$ cat src/rtl/junction_sequencer_if.sv
// junction_sequencer_if: control and status bundle shared by the top-level FSM,
// the tracker decode, the motor mode input and the junction sequencer.
interface junction_sequencer_if #(
    parameter int unsigned STACK_AW = 4
);
    logic                en;
    logic [2:0]          detect;
    logic                junction;
    logic                dead_end;
    logic [2:0]          mode;
    logic                busy;
    logic                done;
    logic [1:0]          dir;
    logic [STACK_AW:0]   depth;
    logic                err;

    // Controller side: drives enable, sensor code and event pulses.
    modport master (
        output en, detect, junction, dead_end,
        input  mode, busy, done, dir, depth, err
    );

    // Sequencer side.
    modport slave (
        input  en, detect, junction, dead_end,
        output mode, busy, done, dir, depth, err
    );
endinterface

$ cat src/rtl/junction_sequencer.sv
// junction_sequencer: left-hand-first depth-first maze policy with a decision
// stack; times advance/spin/U-turn manoeuvres and returns control with a done pulse.
// Optional feature: define JSEQ_TIMEOUT_EN to send an over-long SPIN/UTURN to ERR.
module junction_sequencer #(
    parameter int unsigned ADVANCE_CYC      = 25_000_000,
    parameter int unsigned SPIN_MIN_CYC     = 10_000_000,
    parameter int unsigned SPIN_TIMEOUT_CYC = 200_000_000,
    parameter int unsigned STACK_DEPTH      = 16,
    parameter int unsigned STACK_AW         = 4
) (
    input  logic                clk,
    input  logic                rst,
    junction_sequencer_if.slave js
);
    // Counter wide enough for the longest interval it ever has to reach.
    localparam int unsigned CNT_MAX0 = (ADVANCE_CYC > SPIN_MIN_CYC) ? ADVANCE_CYC : SPIN_MIN_CYC;
    localparam int unsigned CNT_MAX  = (CNT_MAX0 > SPIN_TIMEOUT_CYC) ? CNT_MAX0 : SPIN_TIMEOUT_CYC;
    localparam int unsigned CNT_W    = $clog2(CNT_MAX + 1);
    localparam int unsigned DEPTH_W  = STACK_AW + 1;

    localparam logic [2:0] MODE_STOP   = 3'd0;
    localparam logic [2:0] MODE_FWD    = 3'd1;
    localparam logic [2:0] MODE_SPIN_L = 3'd2;
    localparam logic [2:0] MODE_SPIN_R = 3'd3;

    localparam logic [1:0] DIR_LEFT     = 2'd0;
    localparam logic [1:0] DIR_STRAIGHT = 2'd1;
    localparam logic [1:0] DIR_RIGHT    = 2'd2;

    localparam logic [DEPTH_W-1:0] DEPTH_FULL = DEPTH_W'(STACK_DEPTH);

    typedef enum logic [2:0] {
        S_IDLE, S_ADVANCE, S_SPIN, S_UTURN, S_DONE, S_ERR
    } state_e;

    state_e               state_q, state_d;
    logic [CNT_W-1:0]     cnt_q, cnt_d;
    logic [DEPTH_W-1:0]   depth_q, depth_d;
    logic                 bt_q, bt_d;
    logic                 straight_q, straight_d;
    logic [1:0]           dir_q, dir_d;
    logic [2:0]           mode_q, mode_d;
    logic                 busy_q, busy_d;
    logic                 done_q, done_d;
    logic                 err_q, err_d;
    logic [1:0]           stack_q [STACK_DEPTH];

    logic                 push, upd;
    logic [1:0]           upd_val;
    logic [STACK_AW-1:0]  top_idx, below_idx, push_idx;
    logic [1:0]           top_val;
    logic                 accept;

    assign top_idx   = STACK_AW'(depth_q - DEPTH_W'(1));
    assign below_idx = STACK_AW'(depth_q - DEPTH_W'(2));
    assign push_idx  = STACK_AW'(depth_q);
    assign top_val   = stack_q[top_idx];
    // Line reacquired only once the old line has been cleared.
    assign accept    = (cnt_q >= CNT_W'(SPIN_MIN_CYC - 1)) && (js.detect == 3'b010);

    // Next-state, stack control and registered-output decode.
    always_comb begin
        state_d    = state_q;
        depth_d    = depth_q;
        bt_d       = bt_q;
        straight_d = straight_q;
        dir_d      = dir_q;
        push       = 1'b0;
        upd        = 1'b0;
        upd_val    = top_val + 2'd1;

        case (state_q)
            S_IDLE: begin
                if (js.junction) begin
                    if (!bt_q) begin
                        if (depth_q == DEPTH_FULL) begin
                            state_d = S_ERR;
                        end else begin
                            push       = 1'b1;
                            depth_d    = depth_q + DEPTH_W'(1);
                            dir_d      = DIR_LEFT;
                            straight_d = 1'b0;
                            state_d    = S_ADVANCE;
                        end
                    end else if (depth_q == '0) begin
                        state_d = S_ERR;
                    end else if (top_val == DIR_RIGHT) begin
                        // Branch exhausted: drop it and keep retreating.
                        depth_d    = depth_q - DEPTH_W'(1);
                        dir_d      = (depth_q == DEPTH_W'(1)) ? DIR_LEFT : stack_q[below_idx];
                        straight_d = 1'b0;
                        state_d    = S_ADVANCE;
                    end else begin
                        upd        = 1'b1;
                        dir_d      = upd_val;
                        bt_d       = 1'b0;
                        straight_d = (upd_val == DIR_STRAIGHT);
                        state_d    = S_ADVANCE;
                    end
                end else if (js.dead_end) begin
                    if (depth_q == '0) begin
                        state_d = S_ERR;
                    end else begin
                        bt_d    = 1'b1;
                        state_d = S_UTURN;
                    end
                end
            end
            S_ADVANCE: begin
                if (cnt_q == CNT_W'(ADVANCE_CYC - 1)) begin
                    state_d = straight_q ? S_DONE : S_SPIN;
                end
            end
            S_SPIN, S_UTURN: begin
                if (accept) begin
                    state_d = S_DONE;
                end
`ifdef JSEQ_TIMEOUT_EN
                else if (cnt_q == CNT_W'(SPIN_TIMEOUT_CYC - 1)) begin
                    state_d = S_ERR;
                end
`endif
            end
            S_DONE:  state_d = S_IDLE;
            S_ERR:   state_d = S_ERR;
            default: state_d = S_IDLE;
        endcase

        if (!js.en) begin
            state_d    = S_IDLE;
            depth_d    = '0;
            bt_d       = 1'b0;
            straight_d = 1'b0;
            dir_d      = DIR_LEFT;
            push       = 1'b0;
            upd        = 1'b0;
        end

        // Cleared on every state entry, saturating otherwise.
        if (!js.en || (state_d != state_q)) begin
            cnt_d = '0;
        end else if (cnt_q == '1) begin
            cnt_d = cnt_q;
        end else begin
            cnt_d = cnt_q + CNT_W'(1);
        end

        mode_d = MODE_STOP;
        case (state_d)
            S_ADVANCE: mode_d = MODE_FWD;
            S_SPIN:    mode_d = MODE_SPIN_L;
            S_UTURN:   mode_d = MODE_SPIN_R;
            default:   mode_d = MODE_STOP;
        endcase
        busy_d = (state_d == S_ADVANCE) || (state_d == S_SPIN) ||
                 (state_d == S_UTURN)   || (state_d == S_DONE);
        done_d = (state_d == S_DONE);
        err_d  = (state_d == S_ERR);
    end

    // State, stack and output registers.
    always_ff @(posedge clk or posedge rst) begin
        if (rst) begin
            state_q    <= S_IDLE;
            cnt_q      <= '0;
            depth_q    <= '0;
            bt_q       <= 1'b0;
            straight_q <= 1'b0;
            dir_q      <= DIR_LEFT;
            mode_q     <= MODE_STOP;
            busy_q     <= 1'b0;
            done_q     <= 1'b0;
            err_q      <= 1'b0;
            for (int i = 0; i < int'(STACK_DEPTH); i++) begin
                stack_q[i] <= DIR_LEFT;
            end
        end else begin
            state_q    <= state_d;
            cnt_q      <= cnt_d;
            depth_q    <= depth_d;
            bt_q       <= bt_d;
            straight_q <= straight_d;
            dir_q      <= dir_d;
            mode_q     <= mode_d;
            busy_q     <= busy_d;
            done_q     <= done_d;
            err_q      <= err_d;
            if (push) begin
                stack_q[push_idx] <= DIR_LEFT;
            end else if (upd) begin
                stack_q[top_idx] <= upd_val;
            end
        end
    end

    assign js.mode  = mode_q;
    assign js.busy  = busy_q;
    assign js.done  = done_q;
    assign js.dir   = dir_q;
    assign js.depth = depth_q;
    assign js.err   = err_q;
endmodule
$ cat src/flat_wrapper.sv
// flat-port wrapper written by rule: the top's interface ports become plain ports
module junction_sequencer_flat 
#(
    parameter int unsigned ADVANCE_CYC      = 25_000_000,
    parameter int unsigned SPIN_MIN_CYC     = 10_000_000,
    parameter int unsigned SPIN_TIMEOUT_CYC = 200_000_000,
    parameter int unsigned STACK_DEPTH      = 16,
    parameter int unsigned STACK_AW         = 4
)
  (clk, rst, js_en, js_detect, js_junction, js_dead_end, js_mode, js_busy, js_done, js_dir, js_depth, js_err);
  junction_sequencer_if #(.STACK_AW(STACK_AW)) js_i ();
  input  logic clk;
  input  logic rst;
  input wire logic [$bits(js_i.en)-1:0] js_en;
  input wire logic [$bits(js_i.detect)-1:0] js_detect;
  input wire logic [$bits(js_i.junction)-1:0] js_junction;
  input wire logic [$bits(js_i.dead_end)-1:0] js_dead_end;
  output wire logic [$bits(js_i.mode)-1:0] js_mode;
  output wire logic [$bits(js_i.busy)-1:0] js_busy;
  output wire logic [$bits(js_i.done)-1:0] js_done;
  output wire logic [$bits(js_i.dir)-1:0] js_dir;
  output wire logic [$bits(js_i.depth)-1:0] js_depth;
  output wire logic [$bits(js_i.err)-1:0] js_err;
  assign js_i.en = js_en;
  assign js_i.detect = js_detect;
  assign js_i.junction = js_junction;
  assign js_i.dead_end = js_dead_end;
  assign js_mode = js_i.mode;
  assign js_busy = js_i.busy;
  assign js_done = js_i.done;
  assign js_dir = js_i.dir;
  assign js_depth = js_i.depth;
  assign js_err = js_i.err;
  junction_sequencer #(.ADVANCE_CYC(ADVANCE_CYC), .SPIN_MIN_CYC(SPIN_MIN_CYC), .SPIN_TIMEOUT_CYC(SPIN_TIMEOUT_CYC), .STACK_DEPTH(STACK_DEPTH), .STACK_AW(STACK_AW)) u_core (.clk(clk), .rst(rst), .js(js_i));
endmodule
$ cat config.mk
export PLATFORM = sky130hd
export DESIGN_NAME = junction_sequencer_flat
export DESIGN_NICKNAME = d
export VERILOG_FILES = /design/src/rtl/junction_sequencer_if.sv /design/src/rtl/junction_sequencer.sv /design/src/flat_wrapper.sv
export SDC_FILE = /design/constraint.sdc
export NUM_CORES = 1
export LEC_CHECK = 0
export ABC_CLOCK_PERIOD_IN_PS = 8550
export BUFFER_PORTS_ARGS = -buffer_cell sky130_fd_sc_hd__buf_2
export CORE_ASPECT_RATIO = 1.25
export CORE_MARGIN = 8
export CORE_UTILIZATION = 66
export CTS_CLUSTER_DIAMETER = 50
export DETAILED_ROUTE_END_ITERATION = 10
export GPL_ROUTABILITY_DRIVEN = 0
export PLACE_DENSITY_LB_ADDON = 0.2
export SYNTH_ARGS = -nofsm -noshare
export SYNTH_HDL_FRONTEND = slang
export SYNTH_SLANG_ARGS = --single-unit
$ cat constraint.sdc
create_clock -name clk -period 8.55 [get_ports clk]
set_clock_uncertainty 0.2 [all_clocks]
set_input_delay 1.71 -clock clk [delete_from_list [all_inputs] [get_ports clk]]
set_output_delay 1.71 -clock clk [all_outputs]
set_load 0.02 [all_outputs]
==> impl_metrics.env <==
export IMPL_hold_viol=0
export IMPL_die_width_um=90.8
export IMPL_crit_type="reg2reg"
export IMPL_clockBufferDepth=2
export IMPL_layout_common_cells="dfrtp_1, nor2_1, nand2_1"
export IMPL_drt_initial_drc_count=211
export IMPL_grt_pass1_vias=3784
export IMPL_h_tree_depth=3
export IMPL_clk_latency_ps=360
export IMPL_diodes=0
export IMPL_grt_overflow=0
export IMPL_start_kind="flip-flop"
export IMPL_via_per_inst=6.34
export IMPL_synthFlopType="dfrtp_1"
export IMPL_cts_sinks=77
export IMPL_fillers=543
export IMPL_synth_top_family_by_area="simple AND/OR/NAND/NOR gates"
export IMPL_setup_viol=0
export IMPL_synth_compound_area_frac=0.0865
export IMPL_syn_nets=508
export IMPL_syn_cell_area_mm2=0.00462
export IMPL_final_seq_area_mm2=0.00193
export IMPL_powerDensity_mw_per_mm2=215
export IMPL_dp_cells=577
export IMPL_cts_setup_buffers=0
export IMPL_ys_seq_area_frac=0.417
export IMPL_yosys_warnings=0
export IMPL_core_rowCount=34
export IMPL_gr_usage_all_layers=0.230
export IMPL_wire_per_inst_um=18.6
export IMPL_syn_inst=487
export IMPL_fin_nets=519
export IMPL_fin_crit_ps=4510
export IMPL_final_cells=593
export IMPL_utilization=0.715
export IMPL_path_cells="inv_1 -> ha_1 -> mux4_2 -> mux4_2 -> ha_1 -> nor4_1 -> and2_1 -> nand2_1 -> nand3_1 -> o21ai_0"
export IMPL_core_mm2=0.00689
export IMPL_timing_setup_tns_ps=0
export IMPL_first_pass_iters=5
export IMPL_io_pins=21
export IMPL_yosys_area_share_adder=0.0352
export IMPL_min_period_over_period=0.528
export IMPL_status="finished clean"
export IMPL_worstPathRequired_ps=8560
export IMPL_area_growth_pct=6.70
export IMPL_ys_ff_latch=77
export IMPL_ctsResizeCount=0
export IMPL_leakage_nw=1.96
export IMPL_syn_area_per_cell_um2=9.48
export IMPL_ys_types=51
export IMPL_start_util=0.670
export IMPL_cts_clk_slew_worst_paths_ps=80
export IMPL_grt_pass1_wl_um=18200
export IMPL_synth_area_mux_share=0.102
export IMPL_slowest_stage="dfrtp_1"
export IMPL_rsz0062_at_grt="no"
export IMPL_die_area_mm2=0.00994
export IMPL_ctsHoldBuffers=0
export IMPL_relSlewSlack=0.370
export IMPL_fp_dieH_um=110
export IMPL_synth_edf_count=0
export IMPL_cts_buffers=9
export IMPL_tightest_slew_ps=945
export IMPL_cts_tree="done"
export IMPL_antenna_left=0
export IMPL_synth_async_reset_ratio=1.00
export IMPL_worst_path_max_fanout=14
export IMPL_drcViolationCount=0
export IMPL_vias=3757
export IMPL_antenna_found_initial=0
export IMPL_cp_data_arrival_time_ps=4530
export IMPL_synth_xor_area_frac=0.0664
export IMPL_multi_input_area_mm2=0.00252
export IMPL_holdCritPathClass="reg2reg"
export IMPL_hpwlAfterDp_um=7790
export IMPL_fin_ws_ps=4040
export IMPL_finalPower_w=0.00106
export IMPL_cp_top_family="simple AND/OR/NAND/NOR gates"
export IMPL_final_common_cell="dfrtp_1"
export IMPL_fmax_mhz=222
export IMPL_grt_max_degree=78
export IMPL_synth_simple_gate_area_share=0.254
export IMPL_cp_end_kind="flip-flop"
export IMPL_slew_viol_final=0
export IMPL_dp_slack_ps=4080
export IMPL_crit_buf_inv=1
export IMPL_drt_total_wl_um=11000
export IMPL_root_buffer="clkbuf_8"
export IMPL_drv_cap=0
export IMPL_slowest_delay_ps=700
export IMPL_final_layout_size_suffix_gt1_frac=0.133
export IMPL_port_buffers=19
export IMPL_ir_worst_vdd_mv=0.137
logic make-up (layout without fill, tap and decap cells):
| family | count (synthesis) | in the layout |
|---|---|---|
| fa+ha+maj | 13 | 13 |
| xor+xnor | 35 | 35 |
| compound gates | 69 | 69 |
| mux | 22 | 22 |
| simple gates | 233 | 233 |
| buf+inv | 37 | 53 |
| flops | 77 | 77 |
| other cells | 1 | 1 |
cell type report:
class | count | share of cell area
Inverter | 16 | 0.0122
Tap cell | 90 | 0.0229
Clock buffer | 10 | 0.0259
Multi-Input combinational cell | 373 | 0.511
Sequential cell | 77 | 0.391
Timing Repair Buffer | 21 | 0.0224
Clock inverter | 6 | 0.0145
final timing paths:
kind	start	to	slack, ps	cells after the start
hold reg to reg	u_core.stack_q[28]	u_core.stack_q[28]	340	2
setup reg to reg	u_core.js.depth[1]	u_core.stack_q[5]	4040	10
max in group asynchronous	rst	u_core.js.mode[0]	6110	3
min in group asynchronous	rst	u_core.stack_q[20]	1450	3
hold / removal	u_core.stack_q[28]	u_core.stack_q[28]	340	2
setup / recovery	u_core.js.depth[1]	u_core.stack_q[5]	4040	10
power by group:
part / switching (W) / leakage (nW) / internal, W / total, W
registers: 0.0000348 / 1.07 / 0.000389 / 0.000424
logic: 0.000224 / 0.802 / 0.000125 / 0.000349
clock network: 0.000147 / 0.0935 / 0.000138 / 0.000284
total: 0.000405 / 1.96 / 0.000652 / 0.00106
worst reg2reg max path, stage by stage (launching register included):
cell and delay [ps]:
dfrtp_1 700, inv_1 280, ha_1 620, mux4_2 570, mux4_2 520, ha_1 280, nor4_1 510, and2_1 330
nand2_1 150, nand3_1 120, o21ai_0 90
through the flow:
stage | hold slack, ps | cell area (µm²)
3_5_place_dp | 318 | 4730
2_1_floorplan | 279 | 4620
4_1_cts | 336 | 4920
6_report | 342 | 4920
3_3_place_gp | 300 | 4730
5_1_grt | 368 | 4920
metal layers:
layer | vias up | wire length [µm] | GRT usage
met2 | 145 | 5860 | 0.416
met5 | - | 0 | 0
met1 | 1822 | 4190 | 0.250
met4 | 0 | 430 | 0.125
met3 | 41 | 520 | 0.0471
li1 | 1749 | - | -
registers in the layout (all words and copies together), names as in the netlist:
name	flops
u_core.state_q	3
u_core.js.depth	5
u_core.js.done	1
u_core.straight_q	1
u_core.stack_q	32
u_core.cnt_q	28
u_core.js.mode	2
u_core.js.dir	2
u_core.bt_q	1
u_core.js.err	1
u_core.js.busy	1
synth_stat cells, types with 3 or more instances:
master    number  share of area
nand2b_1       5         0.0068
inv_1         16          0.013
nor4b_1        4         0.0076
nor4_1         3         0.0041
dfrtp_1       77           0.42
mux4_2        20          0.098
clkbuf_1      11         0.0089
nor4_2         4          0.011
o21ai_0       42          0.046
ha_1          13          0.035
nor2b_1        7         0.0095
xor2_1        22          0.042
o21ai_1        3         0.0033
nand4_1       16          0.022
a21oi_1        8         0.0087
nor3_1         9         0.0098
nand3_1       52          0.056
buf_6          3         0.0073
nand2_1       53          0.043
buf_2          5         0.0054
nor2_1        56          0.046
xnor2_1       13          0.025
and2_1        10          0.014
(Power assumes the default switching activity.)
